[src/rtl/instr_fetch_unit.sv]
// Fetch stage: holds the PC, fetches one word over req/ack, presents it to the decoder, advances PC on retire.
// Latency: ack at edge N -> instr_valid after edge N; retire at edge M -> imem_req with new pc after edge M.
// Backpressure: imem_addr held until imem_ack; instruction held until instr_ready; acks outside FETCH are dropped.
module instr_fetch_unit #(
   parameter logic [31:0] RESET_PC = 32'h0000_0000
) (
   input  logic        clk,
   input  logic        rst_n,
   output logic        imem_req,
   output logic [31:0] imem_addr,
   input  logic        imem_ack,
   input  logic [31:0] imem_rdata,
   output logic        instr_valid,
   output logic [31:0] instr,
   output logic [5:0]  op_code,
   output logic [5:0]  funct,
   output logic [31:0] pc,
   output logic [31:0] pc_plus4,
   input  logic        instr_ready,
   input  logic        jump,
   input  logic        branch,
   input  logic        alu_zero,
   output logic        pc_src,
   output logic [31:0] retire_cnt
);

   typedef enum logic [1:0] {
      ST_START = 2'd0,
      ST_FETCH = 2'd1,
      ST_HOLD  = 2'd2
   } state_t;

   // Low two bits of the reset PC are dropped so every fetch is word aligned.
   localparam logic [31:0] PC_INIT = {RESET_PC[31:2], 2'b00};

   state_t      state_q, state_d;
   logic [31:0] pc_q, pc_d;
   logic [31:0] instr_q, instr_d;
   logic        instr_valid_q, instr_valid_d;
   logic [31:0] retire_cnt_q, retire_cnt_d;

   logic [31:0] pc_plus4_w;
   logic [31:0] branch_off;
   logic [31:0] jump_tgt;
   logic [31:0] next_pc;
   logic        retire;

   // Next-PC selection: jump beats taken branch beats sequential.
   always_comb begin
      pc_plus4_w = pc_q + 32'd4;
      branch_off = {{14{instr_q[15]}}, instr_q[15:0], 2'b00};
      jump_tgt   = {pc_plus4_w[31:28], instr_q[25:0], 2'b00};
      pc_src     = branch & alu_zero;
      next_pc    = pc_plus4_w;
      if (jump) begin
         next_pc = jump_tgt;
      end else if (pc_src) begin
         next_pc = pc_plus4_w + branch_off;
      end
   end

   // Fetch FSM: next state, register updates and memory-side outputs.
   always_comb begin
      state_d       = state_q;
      pc_d          = pc_q;
      instr_d       = instr_q;
      instr_valid_d = instr_valid_q;
      retire_cnt_d  = retire_cnt_q;
      imem_req      = 1'b0;
      retire        = 1'b0;
      case (state_q)
         ST_START: begin
            // Any ack here belongs to a request cut off by reset; drop it.
            state_d = ST_FETCH;
         end
         ST_FETCH: begin
            imem_req = 1'b1;
            if (imem_ack) begin
               instr_d       = imem_rdata;
               instr_valid_d = 1'b1;
               state_d       = ST_HOLD;
            end
         end
         ST_HOLD: begin
            retire = instr_valid_q & instr_ready;
            if (retire) begin
               pc_d          = next_pc;
               instr_valid_d = 1'b0;
               retire_cnt_d  = retire_cnt_q + 32'd1;
               state_d       = ST_FETCH;
            end
         end
         default: begin
            state_d = ST_START;
         end
      endcase
   end

   // State and datapath registers, cleared asynchronously.
   always_ff @(posedge clk or negedge rst_n) begin
      if (!rst_n) begin
         state_q       <= ST_START;
         pc_q          <= PC_INIT;
         instr_q       <= 32'd0;
         instr_valid_q <= 1'b0;
         retire_cnt_q  <= 32'd0;
      end else begin
         state_q       <= state_d;
         pc_q          <= pc_d;
         instr_q       <= instr_d;
         instr_valid_q <= instr_valid_d;
         retire_cnt_q  <= retire_cnt_d;
      end
   end

   assign imem_addr   = pc_q;
   assign instr_valid = instr_valid_q;
   assign instr       = instr_q;
   assign op_code     = instr_q[31:26];
   assign funct       = instr_q[5:0];
   assign pc          = pc_q;
   assign pc_plus4    = pc_plus4_w;
   assign retire_cnt  = retire_cnt_q;

endmodule

[config.mk]
export PLATFORM = sky130hd
export DESIGN_NAME = instr_fetch_unit
export DESIGN_NICKNAME = d
export VERILOG_FILES = /design/src/rtl/instr_fetch_unit.sv
export SDC_FILE = /design/constraint.sdc
export NUM_CORES = 1
export LEC_CHECK = 0
export ABC_CLOCK_PERIOD_IN_PS = 6200
export BUFFER_PORTS_ARGS = -buffer_cell sky130_fd_sc_hd__buf_2
export CAP_MARGIN = 20
export CORE_UTILIZATION = 32
export DETAILED_ROUTE_END_ITERATION = 10
export PLACE_DENSITY = 0.59
export SKIP_CTS_REPAIR_TIMING = 1
export SLEW_MARGIN = 10
export SYNTH_ARGS = -nofsm -noshare
export SYNTH_HDL_FRONTEND = slang
export SYNTH_SLANG_ARGS = --single-unit
[constraint.sdc]
create_clock -name clk -period 6.2 [get_ports clk]
set_input_delay 1.24 -clock clk [delete_from_list [all_inputs] [get_ports clk]]
set_output_delay 1.24 -clock clk [all_outputs]
set_load 0.01 [all_outputs]
==> reports/metrics.yaml, run 1 <==
synth-seq-area-share: 0.355
drtPass1Iterations: 4
yosys.area.top_type: "dfrtp_1"
critical_path_class: "flip-flop to output port"
power_uw: 4600
post-route-drc-count: 0
synth_warnings: 0
numCtsBuffers: 9
fin_crit_ps: 3990
grt_max_degree: 54
cts_buffer_depth: 2
ys_async_sr_fraction: 1.00
initial_core_util: 0.326
ios: 214
num-nets-final: 988
drtIter0Drc: 280
maxCapViolations: 0
die_x_um: 148
slew_violations: 0
insertion_delay_ps: 360
power_density_mw_per_mm2: 565
yosysUniqueCellTypes: 67
synthFlopType: "dfrtp_1"
grt_util_met3: 0.0331
finalCritPeriodShare: 0.643
htreeDepth: 3
skew_ps: 12.2
max_freq_mhz: 251
drt_wl_total_mm: 20.0
synth_enable_flop_cells: 0
p_comb_frac: 0.615
portBuffers: 207
viasPerCell: 5.11
critPathArrivalTime_ps: 2750
cts.sinks: 97
grt_overflow: 0
synth_common_cells: "97 x dfrtp_1, 89 x nand2_1, 54 x xnor2_1"
cts_root_buffer: "clkbuf_16"
via_count: 6085
r2r_slack_ps: 2240
track_usage: 0.187
drive_gt1_frac: 0.319
yosysMostFrequentCell: "dfrtp_1"
p_int_uw: 2350
crit_chain: "and4_1, nand3_1, nor2_4, nand3_1, nor2_2, nand3_1, xnor2_1, buf_2"
seq_area_mm2: 0.00243
rsz0062_at_grt: "false"
clk_pin_slew_worst_paths_ps: 80
synth_top_area_share: 0.355
syn_area_per_cell_um2: 9.09
ys_top_cells_by_area: "dfrtp_1 36%, xnor2_1 6.9%, ha_1 6.8%, buf_4 5.3%, mux2_2 5.3%"
diodes: 0
gp_congestion: 0.865
crit_required_ps: 4960
use_met1: 0.258
leakage_uw: 0.00400
status: "completed"
grt_pass1_wl_mm: 32.1
setup.worst_path.end_class: "output port"
setup_viol: 0
syn_area_mm2: 0.00683
use_met2: 0.304
netlist_instances: 752
hold_path.class: "flip-flop to flip-flop"
crit_slowest_cell: "dfrtp_1"
critPathLaunchType: "flip-flop"
switchingPower_uw: 2250
grt_pass1_vias: 5841
p_sw_frac: 0.488
crit_path_max_incr_delay_ps: 480
cp_common_cell: "nand3_1"
wl_per_cell_um: 16.8
seqPwrFrac: 0.259
worst-path-max-fanout: 8
syn_to_final_growth_pct: 19.3
setup_tns_ps: 0
core_area_mm2: 0.0210
antenna_left: 0
max_slew_margin: 0.367
vdd_drop_max_mv: 0.247
die_area_mm2: 0.0219
gr-max-usage-layer: "met2"
num-fill-cells: 2168
cts_tree: "done"
tightest_slew_ps: 949
multi_input_area_mm2: 0.00393
row_count: 53
die_h_um: 148
antenna_found_initial: 0
clkPwrFrac: 0.126
dp.final_hpwl_mm: 14.8
finalHoldViolCount: 0
yosys_register_bits: 97
==> logic make-up (layout without fill, tap and decap cells) <==
logic type / count (synthesis) / after routing / share of synthesized area
XOR/XNOR: 78 / 78 / 0.100
AO/OA/AOI/OAI: 175 / 175 / 0.171
flip-flops: 97 / 97 / 0.355
other: 1 / 6 / 0.000549
buffers and inverters: 83 / 242 / 0.0723
AND/OR/NAND/NOR: 245 / 245 / 0.173
adder cells (fa/ha/maj): 38 / 38 / 0.0707
multiplexers: 35 / 35 / 0.0571
==> stage by stage <==
stage,cells,setup WS (ps),utilization,area [um2],hold slack (ps)
6_report,1191,2210,0.389,8150,463
5_1_grt,1191,1850,0.389,8150,478
2_1_floorplan,757,2610,-,6850,498
3_5_place_dp,1174,2260,0.374,7830,453
3_3_place_gp,1174,2300,0.374,7830,456
4_1_cts,1190,2220,0.388,8140,466
==> state kept, by name, summed over array words and instances (netlist names) <==
name / cells
instr: 32
instr_valid: 1
state_q: 2
imem_addr: 30
retire_cnt: 32
==> critical path, delay by kind of cell (launching register included) <==
kind / cells / cell delay (ps)
and+or+nand+nor: 6 / 1290
DFF: 1 / 480
buffers and inverters: 1 / 220
xor gates and xnor gates: 1 / 380
==> cell usage in the layout, fill, tap and decap left out, drive strengths merged, types with 4 or more instances in the layout <==
cell type,instances
a21o,15
nand4,17
dfrtp,97
clkinv,4
o21ai,54
o31ai,9
nor2b,4
nand2,89
nor2,57
ha,37
a221oi,4
xnor2,54
inv,16
and2,6
o22ai,6
nor3,7
buf,213
xor2,24
a211oi,16
clkbuf,9
o211ai,8
mux2,32
conb,6
nand3,30
a21oi,41
and3,19
==> layer usage <==
layer	routed length [um]	share of wire
met1	9510	0.47
met2	9260	0.46
met3	1130	0.057
met4	132	0.0066
met5	0	0
==> power groups by stage <==
| stage | Combinational, uW | Clock [uW] | Sequential (uW) |
|---|---|---|---|
| global route | 3150 | 630 | 1240 |
| global placement | 2820 | 0 | 1190 |
| CTS | 2830 | 608 | 1200 |
| floorplan | 2050 | 0 | 1200 |
| finish | 2830 | 581 | 1190 |
| detailed placement | 2810 | 0 | 1210 |
==> area by class of cell <==
class,count,area share
timing repair buffer,213,0.134
clock buffer,9,0.0276
clock inverter,7,0.00998
multi-input combinational,577,0.482
sequential,97,0.298
tap,275,0.0422
inverter,13,0.00599
==> worst paths after layout <==
path,end,startpoint,cells after the start
min,retire_cnt[31]$_DFFE_PN0P_,retire_cnt[31]$_DFFE_PN0P_,1
max,pc_plus4[31],imem_addr[7]$_DFFE_PN0P_,8
min in group asynchronous,instr_valid$_DFFE_PN0P_,rst_n,1
max reg2reg,imem_addr[31]$_DFFE_PN0P_,imem_addr[7]$_DFFE_PN0P_,14
max in group asynchronous,imem_addr[20]$_DFFE_PN0P_,rst_n,2
min reg2reg,retire_cnt[31]$_DFFE_PN0P_,retire_cnt[31]$_DFFE_PN0P_,1
No activity file was read; power rests on OpenSTA's default activity.
==> inputs of run 2 (changes only) <==
Settings changed: ABC_CLOCK_PERIOD_IN_PS 6200 to 4100.
Clock period 6.2 ns to 4.1 ns, I/O delays scaled along.
==> reports/metrics.yaml, run 2 (synthesized netlist as in run 1, its figures left out) <==
drt_wl_total_mm: 20.0  # about the same
num-nets-final: 996  # was 988
diodes: 0  # unchanged
power_density_mw_per_mm2: 856  # was 565 mW/mm2
critPathLaunchType: "flip-flop"  # unchanged
die_area_mm2: 0.0219  # unchanged
final_common_cell: "buf_2"  # unchanged
met2_length_mm: 9.28  # was 9.26 mm
setup_viol: 0  # unchanged
drtIter0Drc: 267  # was 280
leakage_uw: 0.00405  # was 0.00400 uW
tightest_slew_ps: 930  # was 949 ps
dp_slack_ps: 224  # was 2260 ps
insertion_delay_ps: 360  # about the same
wl_per_cell_um: 16.6  # was 16.8 um
skew_ps: 11.8  # was 12.2 ps
core_area_mm2: 0.0210  # unchanged
cts_buffer_depth: 2  # unchanged
clk_pin_slew_worst_paths_ps: 80  # about the same
worst-path-max-fanout: 8  # unchanged
met3_length_mm: 1.10  # was 1.13 mm
fin_area_mm2: 0.00824  # was 0.00815 mm2
cts_root_buffer: "clkbuf_16"  # unchanged
top_layer_used: "met4"  # unchanged
crit_chain: "and4_1, nand3_1, nor2_4, nand2_1, xnor2_2, ha_1, o21ai_1, a2111o_1, a31oi_2, o21ai_2, a211oi_1, o31ai_1, and4_4, o31ai_2"  # was and4_1, nand3_1, nor2_4, nand3_1, nor2_2, nand3_1, xnor2_1, buf_2
drive_gt1_frac: 0.326  # was 0.319
max_slew_margin: 0.380  # was 0.367
finalHoldViolCount: 0  # unchanged
grt_max_degree: 80  # was 54
critPathArrivalTime_ps: 4160  # was 2750 ps
portBuffers: 207  # unchanged
critical_path_class: "flip-flop to flip-flop"  # was flip-flop to output port
antenna_found_initial: 0  # unchanged
grt_pass1_wl_mm: 31.2  # was 32.1 mm
worst_slack_ps: 213  # was 2210 ps
htreeDepth: 3  # unchanged
setup_tns_ps: 0  # unchanged
syn_to_final_growth_pct: 20.6  # was 19.3%
grt_overflow: 0  # unchanged
status: "completed"  # unchanged
numCtsBuffers: 9  # unchanged
row_count: 53  # unchanged
cts_tree: "done"  # unchanged
die_h_um: 148  # unchanged
rsz0062_at_grt: "false"  # unchanged
crit_slowest_cell: "dfrtp_1"  # unchanged
initial_core_util: 0.326  # unchanged
vdd_drop_max_mv: 0.388  # was 0.247 mV
finish.utilization: 0.393  # was 0.389
drtPass1Iterations: 7  # was 4
fin_crit_ps: 3890
die_x_um: 148  # unchanged
crit_required_ps: 4370  # was 4960 ps
cts.sinks: 97  # unchanged
dp.final_hpwl_mm: 14.8  # about the same
grt_pass1_vias: 5698  # was 5,841
num-fill-cells: 2155  # was 2,168
via_count: 6130  # was 6,085
antenna_left: 0  # unchanged
layout_common_cells: "206 x buf_2, 97 x dfrtp_1, 88 x nand2_1, 53 x xnor2_1, 53 x nor2_1"  # was 206 x buf_2, 97 x dfrtp_1, 88 x nand2_1, 54 x xnor2_1, 53 x nor2_1
post-route-drc-count: 0  # unchanged
place_area_mm2: 0.00789  # was 0.00783 mm2
ios: 214  # unchanged
slew_violations: 0  # unchanged
crit_path_max_incr_delay_ps: 470  # was 480 ps
hold_path.class: "primary input to asynchronous set/reset pin"  # was flip-flop to flip-flop
viasPerCell: 5.11  # about the same
finalCritPeriodShare: 0.948
drt-met1-wl_mm: 9.38  # was 9.51 mm
max_freq_mhz: 257
track_usage: 0.182  # was 0.187
maxCapViolations: 0  # unchanged
setup.worst_path.end_class: "flip-flop"  # was output port
gp_congestion: 0.857  # was 0.865
-- run 2: cell types whose count changed in the layout (fill, tap and decap cells not counted), sizes merged --
cell | previous run | this run
buf | 213 | 221
clkinvlp | 0 | 1
clkinv | 4 | 2
bufinv | 0 | 1
-- run 2: final timing paths --
path | start | endpoint | slack [ps] | depth (start not counted)
worst max register to register | imem_addr[7]$_DFFE_PN0P_ | imem_addr[31]$_DFFE_PN0P_ | 210 | 14
worst min-delay path | rst_n | instr[1]$_DFFE_PN0P_ | 430 | 1
worst max-delay path | imem_addr[7]$_DFFE_PN0P_ | imem_addr[31]$_DFFE_PN0P_ | 210 | 14
min in group clk | retire_cnt[31]$_DFFE_PN0P_ | retire_cnt[31]$_DFFE_PN0P_ | 490 | 1
worst min register to register | retire_cnt[31]$_DFFE_PN0P_ | retire_cnt[31]$_DFFE_PN0P_ | 490 | 1
max in group asynchronous | rst_n | imem_addr[22]$_DFFE_PN0P_ | 2720 | 3
-- run 2: report_power, final --
| group | internal (uW) | switching (uW) |
|---|---|---|
| Combinational | 1880 | 2480 |
| Clock | 494 | 441 |
| Sequential | 1280 | 477 |
| Total | 3660 | 3400 |
-- run 2: through the flow --
step | instances | total power (uW) | hold WS, ps
global route | 1199 | 7650 | 472
floorplan | 757 | 4910 | 498
CTS | 1198 | 7080 | 482
finish | 1199 | 7050 | 432
detailed placement | 1182 | 6110 | 467
global placement | 1182 | 6100 | 456
-- run 2: area by class of cell --
| type | count | area, um2 | share of cell area |
|---|---|---|---|
| Sequential cell | 97 | 2430 | 0.294 |
| Clock inverter | 7 | 96.3 | 0.0117 |
| Clock buffer | 9 | 225 | 0.0273 |
| Inverter | 13 | 48.8 | 0.00592 |
| Timing Repair Buffer | 221 | 1160 | 0.140 |
| Tap cell | 275 | 344 | 0.0417 |
| Multi-Input combinational cell | 577 | 3950 | 0.479 |
-- run 2: worst max-delay path: cells and delay by family, from the launching register on --
kind	cells	cell delay [ps]
fa+ha+maj	1	390
simple gates	5	1190
compound gates	7	1540
flops	1	470
xor+xnor	1	210
-- run 2: layer usage --
layer	up-vias	track usage
li1	2950	-
met1	2941	0.255
met2	221	0.291
met3	18	0.0325
met4	0	0.0433
met5	-	0
==> inputs of run 3 (changes only) <==
Settings changed: ABC_AREA from default to 1, PLACE_DENSITY 0.59 to 0.58.
==> reports/metrics.yaml, run 3 <==
status: "completed"  # unchanged
r2r_slack_ps: 380  # was 210 ps
worst-path-max-fanout: 6  # was 8
post-route-drc-count: 0  # unchanged
finalCritPeriodShare: 0.906  # was 0.948
antenna_found_initial: 0  # unchanged
tightest_slew_ps: 977  # was 930 ps
drive_gt1_frac: 0.208  # was 0.326
num-nets-final: 1437  # was 996
setup_tns_ps: 0  # unchanged
rsz0062_at_grt: "false"  # unchanged
die_x_um: 160  # was 148 um
cts_tree: "done"  # unchanged
max_slew_margin: 0.348  # was 0.380
syn_to_final_growth_pct: 18.0  # was 20.6%
grt_overflow: 0  # unchanged
ios: 214  # unchanged
yosysMostFrequentCell: "nand2_1"  # was dfrtp_1
vdd_drop_max_mv: 0.447  # was 0.388 mV
grt_pass1_wl_mm: 44.0  # was 31.2 mm
finalHoldViolCount: 0  # unchanged
syn_area_mm2: 0.00801  # was 0.00683 mm2
yosysUniqueCellTypes: 41  # was 67
cts.sinks: 97  # unchanged
power_uw: 8530  # was 7050 uW
critPathArrivalTime_ps: 4000  # was 4160 ps
track_usage: 0.225  # was 0.182
synth_enable_flop_cells: 0  # unchanged
cp_common_cell: "nand2_1"
ys_async_sr_fraction: 1.00  # unchanged
crit_chain: "ha_2, nand3_1, nor2_1, nand2_1, nor2_1, nand2_1, o21ai_0, nand2_1, inv_1, ha_1, nand2_1, nor2_1, inv_1, nor2_1, nand3_1, nand3_1, nand2_1, nand3_1, nand2_1, a21oi_1"  # was and4_1, nand3_1, nor2_4, nand2_1, xnor2_2, ha_1, o21ai_1, a2111o_1, a31oi_2, o21ai_2, a211oi_1, o31ai_1, and4_4, o31ai_2
via_count: 8272  # was 6,130
synth_common_cells: "364 x nand2_1, 169 x inv_1, 111 x nor2_1"  # was 97 x dfrtp_1, 89 x nand2_1, 54 x xnor2_1
yosys.area.top_type: "dfrtp_1"  # unchanged
row_count: 57  # was 53
syn_area_per_cell_um2: 6.72  # was 9.09 um2
drtIter0Drc: 630  # was 267
synth-seq-area-share: 0.303  # was 0.355
num-fill-cells: 2668  # was 2,155
synth_warnings: 0  # unchanged
setup.worst_path.end_class: "flip-flop"  # unchanged
yosys_register_bits: 97  # unchanged
leakage_uw: 0.00516  # was 0.00405 uW
gp_congestion: 0.948  # was 0.857
grt_pass1_vias: 7586  # was 5,698
cts_buffer_depth: 2  # unchanged
antenna_left: 0  # unchanged
fin_crit_ps: 3720  # was 3890 ps
dp.final_hpwl_mm: 22.8  # was 14.8 mm
core_area_mm2: 0.0245  # was 0.0210 mm2
maxCapViolations: 0  # unchanged
slew_violations: 0  # unchanged
max_freq_mhz: 269  # was 257 MHz
numCtsBuffers: 9  # unchanged
diodes: 0  # unchanged
setup_viol: 0  # unchanged
final_common_cell: "nand2_1"  # was buf_2
cts_root_buffer: "clkbuf_16"  # unchanged
ys_top_cells_by_area: "dfrtp_1 30%, nand2_1 17%, inv_1 7.9%, ha_1 5.8%, nand3_1 5.4%"  # was dfrtp_1 36%, xnor2_1 6.9%, ha_1 6.8%, buf_4 5.3%, mux2_2 5.3%
critical_path_class: "flip-flop to flip-flop"  # unchanged
power_density_mw_per_mm2: 903  # was 856 mW/mm2
htreeDepth: 3  # unchanged
critPathLaunchType: "flip-flop"  # unchanged
drtPass1Iterations: 7  # unchanged
layout_common_cells: "363 x nand2_1, 206 x buf_2, 169 x inv_1, 111 x nor2_1, 97 x dfrtp_1"  # was 206 x buf_2, 97 x dfrtp_1, 88 x nand2_1, 53 x xnor2_1, 53 x nor2_1
skew_ps: 10.4  # was 11.8 ps
seq_area_mm2: 0.00243  # unchanged
drt_wl_total_mm: 28.9  # was 20.0 mm
synth_top_area_share: 0.303  # was 0.355
synthFlopType: "dfrtp_1"  # unchanged
crit_path_max_incr_delay_ps: 460  # was 470 ps
hold_path.class: "flip-flop to flip-flop"  # was primary input to asynchronous set/reset pin
die_area_mm2: 0.0257  # was 0.0219 mm2
initial_core_util: 0.327  # was 0.326
wl_per_cell_um: 17.1  # was 16.6 um
viasPerCell: 4.90  # was 5.11
die_h_um: 160  # was 148 um
netlist_instances: 1191  # was 752
clk_pin_slew_worst_paths_ps: 90  # was 80 ps
portBuffers: 207  # unchanged
multi_input_area_mm2: 0.00453  # was 0.00395 mm2
grt_max_degree: 65  # was 80
crit_required_ps: 4380  # was 4370 ps
crit_slowest_cell: "dfrtp_1"  # unchanged
insertion_delay_ps: 360  # about the same
## run 3: cell types whose count changed after synthesis, sizes merged, moves of 9 or more
cell / before / now
o21ai: 54 / 17
inv: 13 / 170
nor3: 7 / 25
xnor2: 54 / 17
a21oi: 41 / 72
a211oi: 16 / 0
and3: 19 / 1
xor2: 24 / 33
nand2: 89 / 365
nand3: 30 / 86
a21o: 15 / 1
nor2: 57 / 117
## run 3: power by group
| group | internal (uW) | switching [uW] | leakage, uW |
|---|---|---|---|
| Clock | 437 | 455 | 0.000149 |
| Combinational | 2060 | 3650 | 0.00383 |
| Sequential | 1300 | 623 | 0.00118 |
## run 3: metal layers
| metal | up-vias | routed length [um] | track usage |
|---|---|---|---|
| met4 | 0 | 658 | 0.0649 |
| met5 | - | 0 | 0 |
| li1 | 4069 | - | - |
| met3 | 40 | 2160 | 0.0501 |
| met2 | 347 | 12600 | 0.346 |
| met1 | 3816 | 13500 | 0.314 |
## run 3: final cells by class
type,instances,area share
Clock inverter,7,0.00808
Multi-Input combinational cell,860,0.479
Timing Repair Buffer,221,0.121
Sequential cell,97,0.257
Clock buffer,9,0.0238
Inverter,171,0.0679
Tap cell,324,0.0429
## run 3: through the flow
step	area, um2	utilization	worst slack, ps	cells	hold slack [ps]
6_report	9450	0.386	385	1689	497
5_1_grt	9450	0.386	46.2	1689	529
4_1_cts	9440	0.386	397	1689	497
3_5_place_dp	9140	0.374	428	1673	485
3_3_place_gp	9140	0.374	451	1673	470
2_1_floorplan	8020	-	1180	1196	472
## run 3: logic make-up after synthesis
family	after synthesis	share of synthesized area
adder cells (fa/ha/maj)	38	0.0603
AO/OA/AOI/OAI	110	0.0753
buffers and inverters	239	0.135
AND/OR/NAND/NOR	627	0.330
multiplexers	29	0.0408
XOR/XNOR	50	0.0547
other	1	0.000468
flip-flops	97	0.303
## run 3: path summary, 6_finish.rpt
path	start	end	cells past startpoint
min in group asynchronous	rst_n	imem_addr[30]$_DFFE_PN0P_	1
worst min-delay path	retire_cnt[30]$_DFFE_PN0P_	retire_cnt[30]$_DFFE_PN0P_	1
worst max-delay path	imem_addr[2]$_DFFE_PN0P_	imem_addr[21]$_DFFE_PN0P_	20
worst max register to register	imem_addr[2]$_DFFE_PN0P_	imem_addr[21]$_DFFE_PN0P_	20
max in group asynchronous	rst_n	instr[8]$_DFFE_PN0P_	2
worst min register to register	retire_cnt[30]$_DFFE_PN0P_	retire_cnt[30]$_DFFE_PN0P_	1
## run 3: critical path, delay by kind of cell, from the launching register on
kind / cells / cell delay (ps)
adder cells (fa/ha/maj): 2 / 520
AO/OA/AOI/OAI: 2 / 310
AND/OR/NAND/NOR: 14 / 2140
buffers and inverters: 2 / 200
flip-flops: 1 / 460
